File: src/rtl/pipe_pkg.sv
// Shared pipeline encodings: shift function codes and the ID/EX control bundle.
// Used by decode, ID/EX and EX so the field layout stays in one place.
package pipe_pkg;

  localparam logic [5:0] FN_SLL  = 6'h00;
  localparam logic [5:0] FN_SLLV = 6'h04;

  typedef struct packed {
    logic alusrc;
    logic regwrite;
    logic memread;
    logic memwrite;
    logic memtoreg;
  } ctrl_t;

endpackage

File: src/rtl/fwd_mux.sv
// Operand forwarding select: MEM result beats WB result beats registered data.
// Purely combinational, no backpressure; register 0 is never forwarded.
module fwd_mux #(
  parameter int DATA_W = 32,
  parameter int REG_AW = 5
) (
  input  logic [REG_AW-1:0] src,
  input  logic [DATA_W-1:0] reg_data,
  input  logic              mem_regwrite,
  input  logic [REG_AW-1:0] mem_rd,
  input  logic [DATA_W-1:0] mem_result,
  input  logic              wb_regwrite,
  input  logic [REG_AW-1:0] wb_rd,
  input  logic [DATA_W-1:0] wb_result,
  output logic [DATA_W-1:0] data
);

  logic mem_hit;
  logic wb_hit;

  assign mem_hit = mem_regwrite && (mem_rd != '0) && (mem_rd == src);
  assign wb_hit  = wb_regwrite  && (wb_rd  != '0) && (wb_rd  == src);

  always_comb begin
    data = reg_data;
    if (mem_hit)     data = mem_result;
    else if (wb_hit) data = wb_result;
  end

endmodule

File: src/rtl/id_ex_stage.sv
// ID/EX pipeline register with EX forwarding, load-use hazard detection and shifter operand drive.
// One edge ID->EX latency; stall_i holds (operands refresh from forwarding), flush_i/hazard insert bubbles.
module id_ex_stage
  import pipe_pkg::*;
#(
  parameter int DATA_W  = 32,
  parameter int REG_AW  = 5,
  parameter int SHAMT_W = 5,
  parameter int FUNCT_W = 6
) (
  input  logic               clk,
  input  logic               reset,
  input  logic               stall_i,
  input  logic               flush_i,
  input  logic               id_valid,
  input  logic [REG_AW-1:0]  id_rs,
  input  logic [REG_AW-1:0]  id_rt,
  input  logic [REG_AW-1:0]  id_rd,
  input  logic [DATA_W-1:0]  id_rs_data,
  input  logic [DATA_W-1:0]  id_rt_data,
  input  logic [DATA_W-1:0]  id_imm,
  input  logic [SHAMT_W-1:0] id_shamt,
  input  logic [FUNCT_W-1:0] id_funct,
  input  logic               id_alusrc,
  input  logic               id_regwrite,
  input  logic               id_memread,
  input  logic               id_memwrite,
  input  logic               id_memtoreg,
  input  logic               mem_regwrite,
  input  logic [REG_AW-1:0]  mem_rd,
  input  logic [DATA_W-1:0]  mem_result,
  input  logic               wb_regwrite,
  input  logic [REG_AW-1:0]  wb_rd,
  input  logic [DATA_W-1:0]  wb_result,
  output logic               hazard_o,
  output logic               ex_valid,
  output logic [DATA_W-1:0]  ex_dataA,
  output logic [DATA_W-1:0]  ex_dataB,
  output logic [DATA_W-1:0]  ex_store_data,
  output logic [DATA_W-1:0]  ex_shift_src,
  output logic [SHAMT_W-1:0] ex_shift_amt,
  output logic [FUNCT_W-1:0] ex_funct,
  output logic [REG_AW-1:0]  ex_rd,
  output logic               ex_regwrite,
  output logic               ex_memread,
  output logic               ex_memwrite,
  output logic               ex_memtoreg
);

  logic [REG_AW-1:0]  ex_rs;
  logic [REG_AW-1:0]  ex_rt;
  logic [DATA_W-1:0]  rs_data;
  logic [DATA_W-1:0]  rt_data;
  logic [DATA_W-1:0]  imm;
  logic [SHAMT_W-1:0] shamt;
  ctrl_t              ctrl;
  ctrl_t              id_ctrl;
  logic [DATA_W-1:0]  fwd_a;
  logic [DATA_W-1:0]  fwd_b;

  assign id_ctrl = '{alusrc:   id_alusrc,
                     regwrite: id_regwrite,
                     memread:  id_memread,
                     memwrite: id_memwrite,
                     memtoreg: id_memtoreg};

  fwd_mux #(.DATA_W(DATA_W), .REG_AW(REG_AW)) u_fwd_rs (
    .src(ex_rs), .reg_data(rs_data),
    .mem_regwrite(mem_regwrite), .mem_rd(mem_rd), .mem_result(mem_result),
    .wb_regwrite(wb_regwrite), .wb_rd(wb_rd), .wb_result(wb_result),
    .data(fwd_a)
  );

  fwd_mux #(.DATA_W(DATA_W), .REG_AW(REG_AW)) u_fwd_rt (
    .src(ex_rt), .reg_data(rt_data),
    .mem_regwrite(mem_regwrite), .mem_rd(mem_rd), .mem_result(mem_result),
    .wb_regwrite(wb_regwrite), .wb_rd(wb_rd), .wb_result(wb_result),
    .data(fwd_b)
  );

  assign hazard_o = ex_valid && ctrl.memread && (ex_rd != '0) && id_valid &&
                    ((ex_rd == id_rs) || (ex_rd == id_rt));

  always_ff @(posedge clk or negedge reset) begin
    if (!reset) begin
      ex_valid <= 1'b0;
      ctrl     <= '0;
      ex_rs    <= '0;
      ex_rt    <= '0;
      ex_rd    <= '0;
      rs_data  <= '0;
      rt_data  <= '0;
      imm      <= '0;
      shamt    <= '0;
      ex_funct <= '0;
    end else if (flush_i) begin
      ex_valid <= 1'b0;
      ctrl     <= '0;
    end else if (stall_i) begin
      // Refresh held operands so a WB result retiring during the stall is not lost.
      rs_data <= fwd_a;
      rt_data <= fwd_b;
    end else if (hazard_o) begin
      ex_valid <= 1'b0;
      ctrl     <= '0;
    end else begin
      ex_valid <= id_valid;
      ctrl     <= id_ctrl;
      ex_rs    <= id_rs;
      ex_rt    <= id_rt;
      ex_rd    <= id_rd;
      rs_data  <= id_rs_data;
      rt_data  <= id_rt_data;
      imm      <= id_imm;
      shamt    <= id_shamt;
      ex_funct <= id_funct;
    end
  end

  assign ex_dataA      = fwd_a;
  assign ex_dataB      = ctrl.alusrc ? imm : fwd_b;
  assign ex_store_data = fwd_b;
  assign ex_shift_src  = fwd_b;
  // Variable shifts take only the low bits of rs, so the amount wraps.
  assign ex_shift_amt  = (ex_funct == FN_SLLV) ? fwd_a[SHAMT_W-1:0] : shamt;
  assign ex_regwrite   = ctrl.regwrite;
  assign ex_memread    = ctrl.memread;
  assign ex_memwrite   = ctrl.memwrite;
  assign ex_memtoreg   = ctrl.memtoreg;

endmodule
File: config.mk
export PLATFORM = sky130hd
export DESIGN_NAME = id_ex_stage
export DESIGN_NICKNAME = d
export VERILOG_FILES = /design/src/rtl/pipe_pkg.sv /design/src/rtl/fwd_mux.sv /design/src/rtl/id_ex_stage.sv
export SDC_FILE = /design/constraint.sdc
export NUM_CORES = 1
export LEC_CHECK = 0
export CAP_MARGIN = 20
export CORE_MARGIN = 2
export CORE_UTILIZATION = 48
export DETAILED_ROUTE_END_ITERATION = 8
export MAX_ROUTING_LAYER = met4
export PLACE_DENSITY = 0.87
export SLEW_MARGIN = 30
export SYNTH_ARGS = -nofsm -noshare
export SYNTH_HDL_FRONTEND = slang
export SYNTH_SLANG_ARGS = --single-unit
File: constraint.sdc
create_clock -name clk -period 4.8 [get_ports clk]
set_input_delay 1.2 -clock clk [delete_from_list [all_inputs] [get_ports clk]]
set_output_delay 1.2 -clock clk [all_outputs]
set_load 0.01 [all_outputs]
== Word-level counts from Yosys, hierarchy flattened ==
Cells that the tools add are included.

* Register bits after elaboration: 128
* Input port bits: 208
* Word-level logic and storage cells: 58
* Output and inout bits: 150

* Bitwise gates (word level): 3
* Reduce and logical (&&, ||, !) cells: 16
* Equality and inequality tests: 9
* Mux-type cells: 16

{| class="wikitable"
|+ Operators by type and width
! operator !! count
|-
| $mux 32 || 9
|-
| $eq 5x5->1 || 6
|-
| $mux 5 || 4
|-
| $reduce_bool 5->1 || 3
|-
| $logic_and 1x1->1 || 10
|-
| $eq 6x3->1 const B || 1
|-
| $mux 1 || 3
|-
| $not 1->1 || 3
|-
| $reduce_and 3->1 || 1
|-
| $ne 2x1->1 const B || 1
|-
| $ne 2x2->1 const B || 1
|-
| $reduce_and 2->1 || 1
|-
| $logic_or 1x1->1 || 1
|}

== Logic depth before layout (Yosys ltp) ==
Gate-level depths: netlist of the first run.

* Word-level depth: 7
* Gate-level depth with buffers: 9
* Mapped depth without buffers: 6

== By module ==
From an unflattened synthesis of the first run, not the netlist that was laid out.

* Cells, all modules: 908
* Area total of the unflattened synthesis: 8468.1 um^2

{| class="wikitable"
|+ By module, submodules not included
! module !! seq. area each (um^2) !! times used !! area an instance (um^2) !! cells each
|-
| id_ex_stage || 3203.1 || 1 || 6133.4 || 538
|-
| fwd_mux || 0.0 || 2 || 1167.4 || 185
|}

== Least setup slack after synthesis of the first run ==
Ideal clock, no wire load.

* Path kind: in2out
* Start point: input mem_rd[0]
* End point: output ex_dataB[10]
* Slack: 0.782 ns
* Stages: 7
* Data arrival time: 2.818 ns
* Buffers on the path: 2
* Data required time: 3.600 ns
* Cells stage by stage: or4_4 -> o211ai_2 -> or3_1 -> buf_4 -> buf_12 -> a31oi_4 -> mux2_2

* Cells in the longest elaborated chain, start to end: 5
* Elaborated cells between the ends (all ways): 6
* Classes of those cells: 1 x eq/ne; 2 x mux; 3 x reduce/logical

{| class="wikitable"
|+ Ends and longest elaborated chain
! element !! line !! RTL
|-
| start, declared || id_ex_stage.sv:30 || <nowiki>input logic [REG_AW-1:0] mem_rd,</nowiki>
|-
| $reduce_bool 5->1 || fwd_mux.sv:21 || <nowiki>assign mem_hit = mem_regwrite && (mem_rd != '0) && (mem_rd == src);</nowiki>
|-
| $logic_and 1x1->1 || fwd_mux.sv:21 ||
|-
| $logic_and 1x1->1 (*) || fwd_mux.sv:21 ||
|-
| $mux 32 (*) || fwd_mux.sv:26 || <nowiki>if (mem_hit) data = mem_result;</nowiki>
|-
| via ex_shift_src[10] || id_ex_stage.sv:40 || <nowiki>output logic [DATA_W-1:0] ex_shift_src,</nowiki>
|-
| $mux 32 (*) || id_ex_stage.sv:121 || <nowiki>assign ex_dataB = ctrl.alusrc ? imm : fwd_b;</nowiki>
|-
| end, declared || id_ex_stage.sv:38 || <nowiki>output logic [DATA_W-1:0] ex_dataB,</nowiki>
|}

The timed path passes the listed nets; every way through them passes the cells marked *.

== Worst setup path after layout of the first run ==
* Start point: input mem_rd[2]
* End point: output ex_dataB[31]

* Cells in the longest elaborated chain, start to end: 5
* Elaborated cells between the ends (all ways): 6
* Classes of those cells: 1 x eq/ne; 2 x mux; 3 x reduce/logical

{| class="wikitable"
|+ Ends and longest elaborated chain
! element !! line
|-
| $reduce_bool 5->1 || fwd_mux.sv:21
|-
| $logic_and 1x1->1 || fwd_mux.sv:21
|-
| $logic_and 1x1->1 (*) || fwd_mux.sv:21
|-
| $mux 32 (*) || fwd_mux.sv:26
|-
| $mux 32 (*) || id_ex_stage.sv:121
|}

Mark *: on every way between the ends. The rest lies on a longest branch, timed or not.

==> results of run 1 <==
-- Yosys cell counts (all sizes together) --
library cell	number
and3	1
nand4	34
o311ai	3
nand3	42
a21oi	65
a211oi	3
nor4	32
nor3	31
o211ai	3
o31ai	32
xor2	5
nand2	20
nor4b	1
buf	70
clkbuf	52
and4	1
mux2	95
or3	2
dfrtp	128
o211a	1
o21ai	33
inv	7
o22a	3
xnor2	25
nand2b	3
o21a	1
mux2i	58
a21o	3
a31oi	65
or4	2
o22ai	1
or2	2
nor2	66
-- area by class of cell --
type,count,area [um2]
repair buffers,482,4683
multi-input cells,633,5290
clock inverters,15,173.9
clock buffers,17,425.4
inverters,7,26.28
fillers,1258,4482
well taps,234,292.8
flip-flops and latches,128,3204
diodes,1,2.502
-- worst max-delay path by stage --
stage / startpoint / to / slack, ns
2_1_floorplan: mem_rd[0] / ex_dataB[10] / 0.78
3_3_place_gp: wb_rd[4] / ex_dataB[4] / -0.18
3_5_place_dp: wb_rd[4] / ex_dataB[17] / -0.24
4_1_cts: mem_rd[0] / ex_dataB[29] / -0.20
5_1_grt: mem_rd[2] / ex_dataB[31] / -0.19
6_report: mem_rd[2] / ex_dataB[31] / -0.11
-- registers in the layout, summed over array words and instances (netlist names) --
register     cells
ex_funct         6
ex_rd            5
rs_data         32
rt_data         32
ex_valid         1
ex_memwrite      1
ctrl             1
ex_memread       1
ex_regwrite      1
ex_rt            5
ex_rs            5
shamt            5
ex_memtoreg      1
imm             32
-- stage by stage --
| step | cell area, um2 | utilization (%) | cells |
|---|---|---|---|
| after floorplan | 9029 | - | 890 |
| after global placement | 13130 | 70.64 | 1457 |
| after detailed placement | 13130 | 70.64 | 1457 |
| after CTS | 13940 | 75.05 | 1504 |
| after global routing | 14100 | 75.88 | 1517 |
| final | 14100 | 75.88 | 1517 |
-- timing repair --
action / CTS / global route
gates cloned: 2 / 1
gates resized for setup: 146 / 94
buffers inserted: 13 / 11
setup endpoints to repair: 133 / 91
hold buffers: 0 / 0
pin swaps: 7 / 9
-- power by group through the flow --
stage               Sequential (uW)  Clock (uW)  Combinational [uW]
detailed placement             1370           0                1960
floorplan                      1340           0                 998
finish                         1360        1350                1940
global placement               1360           0                1920
CTS                            1360        1370                1920
global route                   1380        1410                2060
-- cells by family after synthesis --
| logic type | after synthesis | share of synthesized area, % |
|---|---|---|
| AO/OA/AOI/OAI | 213 | 21.85 |
| AND/OR/NAND/NOR | 237 | 13.22 |
| buffers and inverters | 129 | 8.260 |
| multiplexers | 153 | 18.28 |
| flip-flops | 128 | 35.48 |
| XOR/XNOR | 30 | 2.910 |
-- per-layer routing --
layer	track usage (%)	share of wire, %
met4	15.05	4.4
met5	-	0
met3	6.012	7.1
met2	56.80	49
met1	41.72	40
==> flow_summary.yaml, run 1 <==
critical_path:
  cp.required_ns: 3.60
  worstPathMaxFanout: 13
  rrSetupSlack_ns: 2.31
  ff2ff_path_depth: 7
  worstSetupEndpointType: "primary output"
  critPathTopFamily: "buffers and inverters"
  crit_slowest_cell: "or4_4"
  crit_type: "in -> out"
  max_stage_delay_ns: 0.57
  cp_num_cells: 8
  path_common_cell: "clkdlybuf4s50_1"
  crit_path_cell_trace: "clkdlybuf4s50_1 > or4_4 > o211ai_4 > buf_6 > nor4_1 > a31oi_1 > mux2_2 > clkdlybuf4s50_1"
  r2r-end: "imm[17]$_DFFE_PN0P_"
  crit_arrival_ns: 3.71
  crit_path_start_kind: "input port"
  r2r_start: "ex_rd[4]$_DFFE_PN0P_"
  crit_buf_inv: 3
cells_and_area:
  layout_commonest_cell: "clkdlybuf4s50_1"
  final_nets: 1477
  syn_to_final_growth_pct: 56.15
  layout-drive-gt1-share_pct: 28.71
  final_cell_mix: "clkdlybuf4s50_1, dfrtp_1, buf_4, mux2_2, dlygate4sd2_1"
global_route:
  grt_max_degree: 123
  grt_usage_pct: 34.49
  first_global_vias: 9403
  antenna_found_initial: 1
  grt_pass1_wl_mm: 52.18
  grt_overflow_total: 0
placed_design:
  pre_cts_slack_ns: -0.2402
  hpwl_mm: 24.21
  placement.io_buffers: 357
  gp_congestion: 0.9339
power:
  power_frac_seq_pct: 29.3
  power.density_nw_per_um2: 330.0
  net-switching-power_uw: 1627
  p_total_uw: 4652
  peakVddDrop_mv: 0.2863
  p_leak_uw: 0.005652
  power_frac_clock_pct: 28.9
  p_int_uw: 3025
  p_sw_share_pct: 34.97
  p_comb_share_pct: 41.8
route:
  drc: 0
  dr.pass1.iters: 8
  routed_wirelength_mm: 34.13
  wl_per_cell_um: 22.50
  vias_per_cell: 5.974
  vias: 9062
  drt_iter0_markers: 855
  ant_nets: 0
sta:
  worstMarginPinSlew_ns: 0.9144
  slew_headroom_pct: 39.04
  min_period_ns: 4.909
  maxSlewViolCount: 0
  whs_ns: 0.4872
  finClkSkew_ns: 0.01338
  hold_violations: 0
  setup_ws_ns: -0.1089
  setup_viol: 3
  setup_tns_ns: -0.2761
  finalCritPeriodShare_pct: 102.3
  rsz0062_at_grt: "yes"
  max_clock_freq_ghz: 0.2037
synthesis:
  synth_top_area_share_pct: 35.48
  synth.largest_area_cell: "dfrtp_1"
  syn_avg_cell_area_um2: 10.14
  netlist_area_um2: 9029
  synth_seq_area_share_pct: 35.48
  synth_nets: 1098
  synth_area_leaders: "dfrtp_1, mux2_2, a31oi_4"
  ys_ff_latch: 128
  syn_inst: 890
  yosysWarnings: 0
  synth.distinct_cells: 45
clocking:
  path_clk_slew_ns: 0.06
  cts_buffers: 17
  cts_tree: "yes"
  cts_max_level: 4
  clockRootBuffer: "clkbuf_16"
  clk_latency_ns: 0.43
  cts.path.max_buffers: 2
  cts_sinks: 128
floorplanning:
  fp.dieH_um: 141.2
  pin_count: 358
  die-area_um2: 19920
  initial_utilization_pct: 48.59
  rows: 50
  core_um2: 18580
  die_w_um: 141.2
min_path:
  min_delay_worst_endpoint: "imm[28]$_DFFE_PN0P_"
  hp-class: "reg -> reg"
  min_path_cells: 1
  min-delay-start: "imm[28]$_DFFE_PN0P_"
run:
  maxCapViolations: 0
status:
  failed_checks: "setup timing"
  status: "complete, but fails checks"
Power figures use the tool's default switching activity.
==> inputs of run 2 (changes only) <==
- CORE_MARGIN: 2 -> default
==> run 2 against run 1 <==
Net effect: via count rose by 1.5%; fmax rose by 3.1%; combinational power rose by 3%; worst hold slack barely moved; critical path depth rose by 1; clock power barely moved; critical path type unchanged; global-route usage rose by 3.3 points; routed wire length rose by 3.6%; largest cell class unchanged; critical endpoint is now ex_shift_amt[4]; cell area rose by 1.1%; sequential share of layout area fell by 0.25 points; non-clock buffer count rose by 17; the flow finishes with violations (DRC); highest routed layer unchanged; cell count rose by 0.92%.
==> flow_summary.yaml, run 2 (synthesis gave the netlist of run 1 again) <==
power:
  power.density_nw_per_um2: 331.2
  p_sw_share_pct: 34.45
  p_total_uw: 4721
  p_comb_share_pct: 42.1
  p_int_uw: 3095
  power_frac_seq_pct: 28.8
  p_leak_uw: 0.005645
  power_frac_clock_pct: 29.1
  peakVddDrop_mv: 0.3054
  net-switching-power_uw: 1626
critical_path:
  crit_path_start: "mem_rd[0]"
  cp.required_ns: 3.60
  worstSetupEndpointType: "primary output"
  rrSetupSlack_ns: 2.10
  crit_type: "in -> out"
  worstPathMaxFanout: 15
  r2r-end: "ex_rs[3]$_DFFE_PN0P_"
  ff2ff_path_depth: 8
  crit_path_start_kind: "input port"
  crit_arrival_ns: 3.56
  r2r_start: "ex_rd[0]$_DFFE_PN0P_"
route:
  vias_per_cell: 6.005
  wl_per_cell_um: 23.09
  drc: 22
  vias: 9194
  dr.pass1.iters: 7
  routed_wirelength_mm: 35.36
  drt_iter0_markers: 700
  ant_nets: 0
placed_design:
  place_inst: 1476
  placement.io_buffers: 357
  hpwl_mm: 24.93
  gp_congestion: 0.9331
  dpl-instance-area_um2: 13360
sta:
  setup_viol: 0
  maxSlewViolCount: 0
  min_period_ns: 4.759
  max_clock_freq_ghz: 0.2101
  hold_violations: 0
  finClkSkew_ns: 0.009221
  slew_headroom_pct: 35.99
  rsz0062_at_grt: "yes"
  finalCritPeriodShare_pct: 99.15
  setup_tns_ns: 0
  worstMarginPinSlew_ns: 0.9602
floorplanning:
  rows: 49
  die_w_um: 139.2
  pin_count: 358
  fp.dieH_um: 139.2
  initial_utilization_pct: 49.58
  core_um2: 18210
  die-area_um2: 19360
status:
  status: "complete, but fails checks"
  failed_checks: "DRC"
clocking:
  cts_tree: "yes"
  clk_latency_ns: 0.43
  cts.path.max_buffers: 2
  cts_max_level: 4
  path_clk_slew_ns: 0.06
  cts_sinks: 128
  cts_buffers: 17
  clockRootBuffer: "clkbuf_16"
cells_and_area:
  final_cell_mix: "clkdlybuf4s50_1, dfrtp_1, buf_4, dlygate4sd2_1, mux2_2"
  final_cell_area_um2: 14250
  fill_cells: 1194
  layoutNonFillerInstCount: 1531
  top_regs: "imm: 32 flops, rs_data: 32 flops, rt_data: 32 flops"
  layout-drive-gt1-share_pct: 27.41
  layout_commonest_cell: "clkdlybuf4s50_1"
  syn_to_final_growth_pct: 57.87
  fin_util_pct: 78.28
  final_nets: 1494
global_route:
  grt_overflow_total: 0
  grt_usage_pct: 37.79
  first_global_vias: 9598
  grt_pass1_wl_mm: 54.33
  grt_max_degree: 77
  antenna_found_initial: 3
min_path:
  hp-class: "reg -> reg"
  min_path_cells: 1
  min_delay_worst_endpoint: "imm[30]$_DFFE_PN0P_"
  min-delay-start: "imm[30]$_DFFE_PN0P_"
run:
  maxCapViolations: 0
[run 2: layout make-up]
type / instances / area (um2) / share of cell area [%]
well taps: 229 / 286.5 / 2.010
repair buffers: 499 / 4892 / 34.32
diodes: 3 / 7.507 / 0.05267
inverters: 7 / 26.28 / 0.1843
clock buffers: 17 / 425.4 / 2.985
flip-flops and latches: 128 / 3204 / 22.48
clock inverters: 15 / 187.7 / 1.317
multi-input cells: 633 / 5224 / 36.65
[run 2: critical path, cell delays in order]
cell and delay (ns):
dlygate4sd2_1 0.27, or4_4 0.59, o211ai_4 0.22, buf_8 0.20
nor2_1 0.11, a21o_1 0.18, nand2_1 0.10, mux2_2 0.15
clkdlybuf4s50_1 0.53
[run 2: stage by stage]
step / hold WS (ns) / setup WS [ns]
after floorplan: 0.4522 / 0.7817
after global placement: 0.4612 / -0.1965
after detailed placement: 0.4714 / -0.2945
after CTS: 0.4882 / -0.001296
after global routing: 0.5014 / -0.003545
final: 0.4876 / 0.04089
[run 2: how the worst max path moves through the flow]
| stage | to | slack [ns] | depth (start not counted) |
|---|---|---|---|
| 6_report | ex_shift_amt[4] | 0.04 | 9 |
| 5_1_grt | ex_shift_amt[4] | -0.004 | 9 |
| 4_1_cts | ex_dataB[19] | -0.001 | 9 |
| 3_5_place_dp | ex_dataB[19] | -0.29 | 8 |
| 3_3_place_gp | ex_dataB[26] | -0.20 | 8 |
| 2_1_floorplan | ex_dataB[10] | 0.78 | 7 |
[run 2: power groups by stage]
stage	registers [uW]	clock network [uW]	logic, uW
detailed placement	1370	0	2030
finish	1360	1370	1990
global placement	1360	0	1990
CTS	1360	1380	1970
floorplan	1340	0	998
global route	1380	1430	2090
[run 2: metal layers]
metal	global-route usage [%]	vias to the layer above	share of wire, %
li1	-	4101	-
met1	43.63	4442	38
met4	19.59	0	4.7
met3	6.457	121	7.6
met5	-	-	0
met2	63.16	530	49
[run 2: repair_timing]
| item | in CTS | in global routing |
|---|---|---|
| pin swaps | 12 | 4 |
| cloned | 4 | 0 |
| hold buffers | 0 | 0 |
| endpoints found under the setup margin | 132 | 21 |
| buffers inserted | 15 | 2 |
| gates resized for setup | 136 | 21 |
==> inputs of run 3 (changes only) <==
- CTS_BUF_LIST: default -> sky130_fd_sc_hd__clkbuf_4 sky130_fd_sc_hd__clkbuf_8 sky130_fd_sc_hd__clkbuf_16
==> results of run 3 <==
The final DEF is identical to that of run 2; final timing and power are the same.
